File: config.mk
export PLATFORM = sky130hd
export DESIGN_NAME = acq_sequencer
export DESIGN_NICKNAME = d
export VERILOG_FILES = /design/src/rtl/acq_sequencer.sv
export SDC_FILE = /design/constraint.sdc
export NUM_CORES = 1
export LEC_CHECK = 0
export ABC_AREA = 0
export CAP_MARGIN = 20
export CORE_UTILIZATION = 40
export DETAILED_ROUTE_END_ITERATION = 8
export GPL_ROUTABILITY_DRIVEN = 0
export GPL_TIMING_DRIVEN = 0
export PLACE_DENSITY = 0.58
export SETUP_SLACK_MARGIN = 0.05
export SKIP_CTS_REPAIR_TIMING = 1
export SYNTH_ARGS = -nofsm -noshare
export SYNTH_HDL_FRONTEND = slang
export SYNTH_SLANG_ARGS = --single-unit
File: constraint.sdc
create_clock -name Clock -period 4.8 [get_ports Clock]
set_clock_uncertainty 0.2 [all_clocks]
set_input_delay 0.96 -clock Clock [delete_from_list [all_inputs] [get_ports Clock]]
set_output_delay 0.96 -clock Clock [all_outputs]
set_load 0.01 [all_outputs]
File: src/rtl/acq_sequencer.sv
// Acquisition sequencer: pre-trigger fill, armed wait, post-trigger capture, readout hand-off.
// Optional build macro AUTO_REARM_EN: ReadoutDone in DONE restarts PREFILL instead of returning to IDLE.
module acq_sequencer #(
   parameter int ADDR_W       = 10,
   parameter int PRE_SAMPLES  = 256,
   parameter int POST_SAMPLES = 512
) (
   input  logic              Clock,
   input  logic              Reset,
   input  logic [7:0]        Cmd,
   input  logic              CmdValid,
   input  logic              TrigIn,
   input  logic              ReadoutDone,
   output logic              BufWrEn,
   output logic [ADDR_W-1:0] BufWrAddr,
   output logic [ADDR_W-1:0] TrigAddr,
   output logic              TriggerArmed,
   output logic              DataReady,
   output logic              Busy
);

   localparam logic [ADDR_W-1:0] PRE_LAST  = ADDR_W'(PRE_SAMPLES - 1);
   localparam logic [ADDR_W-1:0] POST_LAST = ADDR_W'(POST_SAMPLES - 1);
   localparam logic [ADDR_W-1:0] ADDR_ONE  = ADDR_W'(1);

   typedef enum logic [2:0] {
      IDLE,
      PREFILL,
      ARMED,
      POST,
      DONE
   } state_t;

   state_t            state_reg, state_next;
   logic [ADDR_W-1:0] addr_reg, addr_next;
   logic [ADDR_W-1:0] trig_addr_reg, trig_addr_next;
   logic [ADDR_W-1:0] pre_cnt_reg, pre_cnt_next;
   logic [ADDR_W-1:0] post_cnt_reg, post_cnt_next;
   logic              trig_prev_reg;

   logic cmd_arm, cmd_abort, cmd_force, trig_edge;

   assign cmd_arm   = CmdValid && (Cmd == 8'd65);
   assign cmd_abort = CmdValid && (Cmd == 8'd97);
   assign cmd_force = CmdValid && (Cmd == 8'd70);
   assign trig_edge = TrigIn && !trig_prev_reg;

   always_ff @(posedge Clock) begin
      if (Reset) begin
         state_reg     <= IDLE;
         addr_reg      <= '0;
         trig_addr_reg <= '0;
         pre_cnt_reg   <= '0;
         post_cnt_reg  <= '0;
         trig_prev_reg <= 1'b0;
      end else begin
         state_reg     <= state_next;
         addr_reg      <= addr_next;
         trig_addr_reg <= trig_addr_next;
         pre_cnt_reg   <= pre_cnt_next;
         post_cnt_reg  <= post_cnt_next;
         trig_prev_reg <= TrigIn;
      end
   end

   // The final write of a capture (and an aborted write) leaves the address
   // pointing at the last sample written, so it is not advanced on that cycle.
   always_comb begin
      state_next     = state_reg;
      addr_next      = addr_reg;
      trig_addr_next = trig_addr_reg;
      pre_cnt_next   = pre_cnt_reg;
      post_cnt_next  = post_cnt_reg;
      case (state_reg)
         IDLE: begin
            if (cmd_arm) begin
               state_next   = PREFILL;
               addr_next    = '0;
               pre_cnt_next = '0;
            end
         end
         PREFILL: begin
            if (cmd_abort) begin
               state_next = IDLE;
            end else begin
               addr_next    = addr_reg + ADDR_ONE;
               pre_cnt_next = pre_cnt_reg + ADDR_ONE;
               if (pre_cnt_reg == PRE_LAST) state_next = ARMED;
            end
         end
         ARMED: begin
            if (cmd_abort) begin
               state_next = IDLE;
            end else if (trig_edge || cmd_force) begin
               trig_addr_next = addr_reg;
               post_cnt_next  = ADDR_ONE;
               if (POST_SAMPLES == 1) begin
                  state_next = DONE;
               end else begin
                  state_next = POST;
                  addr_next  = addr_reg + ADDR_ONE;
               end
            end else begin
               addr_next = addr_reg + ADDR_ONE;
            end
         end
         POST: begin
            if (cmd_abort) begin
               state_next = IDLE;
            end else if (post_cnt_reg == POST_LAST) begin
               state_next = DONE;
            end else begin
               post_cnt_next = post_cnt_reg + ADDR_ONE;
               addr_next     = addr_reg + ADDR_ONE;
            end
         end
         DONE: begin
            if (cmd_abort) begin
               state_next = IDLE;
            end else if (ReadoutDone) begin
`ifdef AUTO_REARM_EN
               state_next   = PREFILL;
               addr_next    = '0;
               pre_cnt_next = '0;
`else
               state_next = IDLE;
`endif
            end
         end
         default: state_next = IDLE;
      endcase
   end

   assign BufWrEn      = (state_reg == PREFILL) || (state_reg == ARMED) || (state_reg == POST);
   assign BufWrAddr    = addr_reg;
   assign TrigAddr     = trig_addr_reg;
   assign TriggerArmed = (state_reg == ARMED);
   assign DataReady    = (state_reg == DONE);
   assign Busy         = (state_reg != IDLE);

endmodule

Yosys cells after proc, flatten, opt, wreduce, memory -nomap -nowiden
Index checks and enable logic that the tools add are counted.

Add/subtract/negate cells: 3. Eq/ne operators: 20. Multiplexer cells: 22. Bitwise logic cells: 1. Reduce and logical (&&, ||, !) cells: 19.

Operators by type and width (count): $mux 10 (9); $pmux 10 s2 (2); $add 10x1->10 const B (3); $pmux 10 s3 (1); $mux 3 (9); $eq 8x7->1 const B (3); $pmux 3 s5 (1); $reduce_and 5->1 (3); $ne 2x2->1 const B (6); $eq 10x8->1 const B (1); $eq 10x9->1 const B (1); $eq 3x2->1 const B (2); $ne 3x3->1 const B (2); $reduce_and 3->1 (2); $reduce_bool 3->1 (2); $logic_and 1x1->1 (4); $reduce_bool 2->1 (2); $eq 3x1->1 const B (1); $eq 3x3->1 const B (1); $logic_not 3->1 (1); $logic_or 1x1->1 (3); $ne 3x1->1 const B (1); $ne 3x2->1 const B (1); $ne 2x1->1 const B (1); other kinds (3) (3).

Register bits after elaboration: 44. Input bits: 13. Output and inout port bits: 24.

Longest topological paths before layout
Depth in word-level cells: 6. Gate-level depth with buffers: 8.

Least setup slack after synthesis
OpenSTA, ideal clock, no wires.

Path kind: in2reg. From: in Cmd[7]. To: reg trig_addr_reg[0] (netlist: TrigAddr[0]). Setup time: 128 ps. Data arrival time: 2069 ps. Slack: 2404 ps. Cell stages on the path: 7. Path through: and4bb_1 nand4_1 buf_6 nand3_1 buf_6 mux2i_1 nor2_1.

Cells in the longest elaborated chain, start to end: 4.

Ends and longest elaborated chain: start: declaration (line 10) `input logic [7:0] Cmd,`; $eq 8x7->1, on equally long branches (line 45, 44); $logic_and 1x1->1, on equally long branches (line 45, 44); $logic_or 1x1->1 or $not 1->1 (tied branches); $reduce_and 3->1 (no line) (*); end signal: assignment (line 59) `trig_addr_reg <= trig_addr_next;`; end: declaration (line 36) `logic [ADDR_W-1:0] trig_addr_reg, trig_addr_next;`.

Every way passes the cells marked *; elsewhere a longest branch is shown, timed or not. A chain may end at the register's enable or synchronous reset.

Worst setup path after layout
From: reg state_reg[0]. To: out DataReady.

Cells in the longest elaborated chain, start to end: 1.

Ends and longest elaborated chain: start: declaration (line 34) `state_t state_reg, state_next;`; start signal: assignment (line 57) `state_reg <= state_next;`; $eq 3x3->1 (line 138) `assign DataReady = (state_reg == DONE);`; end: declaration (line 18) `output logic DataReady,`.

Every way passes these cells.

==> results.md <==
* Status: complete, no violations
* Die Footprint at 6185 um^2
* Place WS at 1.682 ns
* Crit share post-route at 65.89%
* Die X at 78.65 um
* Grt ovf at 0
* Via count at 2030
* Clock sinks at 44
* Power per Cell Area at 332.5 nW/um^2
* Post-route setup slack at 1.637 ns
* Leak pwr at 1.079 nW
* Pre-antenna DRT Iters at 4
* First-pass GRT wire length at 9501 um
* Wire per inst at 13.88 um
* Initial antenna violation count at 0
* Layout cells sized above 1 at 11.46%
* Vias in the first global route at 2029
* Max cap viols at 0
* Initial drt markers at 78
* Async SR Flop Fraction at 0%
* Starting Density at 42.15%
* Area growth syn-to-layout at 23.38%
* Worst slew pin tran at 0.5654 ns
* Post-synthesis cell area at 2350 um^2
* Area share of the largest cell type after synthesis at 37.49%
* Area contributors post-synth: dfxtp_1, nor2_1, mux2i_1
* H-tree levels at 2
* #FFs+latches synth at 44
* Post-Syn Instances at 272
* Critical Path Start Type: flop
* Maximum clock frequency at 316.2 MHz
* Num ports at 37
* All-Layer GR Usage at 19.36%
* Clk slew on worst S/H paths at 0.07 ns
* Synth warn at 0
* Core ar. at 5574 um^2
* Syn_nets at 288
* Crit path kind: flop to output port
* Fin Setup TNS at 0 ns
* Crit path DAT at 2.00 ns
* RSZ-0062 raised after global routing: no
* Die H at 78.65 um
* CP Capture Type: output port
* Post-Route WL at 5358 um
* DRC Markers at 0
* Fill cell count at 547
* # nets final at 331
* Worst Hold Slack at 0.2975 ns
* Max IR drop VDD at 0.1548 mV
* Worst Hold Class: flop to flop
* Yosys cell types at 55
* Largest net degree at the start of global routing at 13
* Max-slew headroom at 62.31%
* Area leader, netlist: dfxtp_1
* Placed inst area at 2800 um^2
* CTS Buf Count at 5
* # diodes at 0
* Design area at 2899 um^2
* Final setup fails at 0
* Clk_lat worst skew at 0.29 ns
* Max-slew violation count at 0
* Antenna Violating Nets Remaining at 0
* Most common library cells after synthesis: dfxtp_1, nor2_1, nand2_1
* Final hold viol count at 0
* Peak fanout along the critical path at 10
* Root buffer cell: clkbuf_8
* Clock Tree Buf Depth at 2
* CP Data Required Time at 3.64 ns
* FP Rows at 27
* Post-synthesis sequential area ratio at 37.49%
* Number of synthesized flops with an enable pin at 0
* Mean post-synth cell area at 8.639 um^2
* Tmin final at 3.163 ns
* CTS tree: built
* Vias per cell at 5.259
* Detailed Place HPWL at 3954 um
* Ys flop type: dfxtp_1
* Port Buffers at 36
-- layer usage --
layer / wire length (um) / up-vias / part of all wire, % / GRT usage (%)
met5: 0 / - / 0 / 0
met4: 57 / 0 / 1.1 / 5.370
met3: 191 / 9 / 3.6 / 3.605
met2: 2247 / 40 / 42 / 29.57
met1: 2862 / 932 / 53 / 27.52
li1: - / 1049 / - / -
-- metrics by stage --
| stage | utilization (%) | instances | total power [W] |
|---|---|---|---|
| after global placement | 50.24 | 380 | 0.0007064 |
| after detailed placement | 50.24 | 380 | 0.0007073 |
| after CTS | 52.01 | 386 | 0.0009767 |
| after global routing | 52.01 | 386 | 0.001026 |
| final | 52.01 | 386 | 0.0009639 |
| after floorplan | - | 272 | 0.0006060 |
-- kinds of logic after synthesis --
logic type               after synthesis  share of synthesized area, %
AND/OR/NAND/NOR                      135                         33.92
AO/OA/AOI/OAI                         49                         14.00
flip-flops                            44                         37.49
buffers and inverters                 19                         4.153
multiplexers                          12                         5.112
XOR/XNOR                              10                         3.728
adder cells (fa/ha/maj)                3                         1.598
-- where the power goes --
group	switching, W	total (W)	internal [W]
Combinational	0.000172	0.000296	0.000125
Clock	0.000117	0.000266	0.000149
Sequential	0.0000185	0.000401	0.000383
-- worst max-delay path, stage by stage, from the launching register on --
cell	delay [ns]
dfxtp_1	0.36
buf_2	0.22
nor2_1	0.36
and2_1	0.23
clkdlybuf4s50_1	0.55
-- placed cells by master (no fill, tap or decap), types with 4 or more instances in the layout --
cell type / netlist / routed
a21oi_1: 18 / 18
a31oi_1: 10 / 10
clkbuf_1: 4 / 4
clkbuf_8: 0 / 5
clkdlybuf4s50_1: 0 / 36
dfxtp_1: 44 / 44
inv_1: 7 / 7
mux2i_1: 12 / 12
nand2_1: 21 / 21
nand3_1: 15 / 15
nand3b_1: 4 / 4
nand4_1: 6 / 6
nor2_1: 44 / 44
nor3_1: 8 / 8
o21ai_0: 7 / 7
or3_1: 5 / 5
xor2_1: 8 / 8
-- final timing paths --
kind / depth (start not counted) / end / from / slack [ns]
min reg2reg: 2 / TrigAddr[9]$_SDFFE_PP0P_ / TrigAddr[9]$_SDFFE_PP0P_ / 0.30
min: 2 / TrigAddr[9]$_SDFFE_PP0P_ / TrigAddr[9]$_SDFFE_PP0P_ / 0.30
max: 4 / DataReady / state_reg[0]$_SDFFE_PP0P_ / 1.64
max reg2reg: 7 / post_cnt_reg[5]$_SDFFE_PP0P_ / post_cnt_reg[0]$_SDFFE_PP0P_ / 2.70
-- layout make-up --
cell class	count	area, um^2	area share (%)
Buffer	12	71.32	2.460
Inverter	7	26.28	0.9063
Clock inverter	1	30.03	1.036
Tap cell	72	90.09	3.107
Sequential cell	44	880.8	30.38
Multi-Input combinational cell	209	1371	47.30
Clock buffer	5	68.82	2.374
Timing Repair Buffer	36	360.3	12.43
Note: power is estimated with default switching activity, not from simulation.
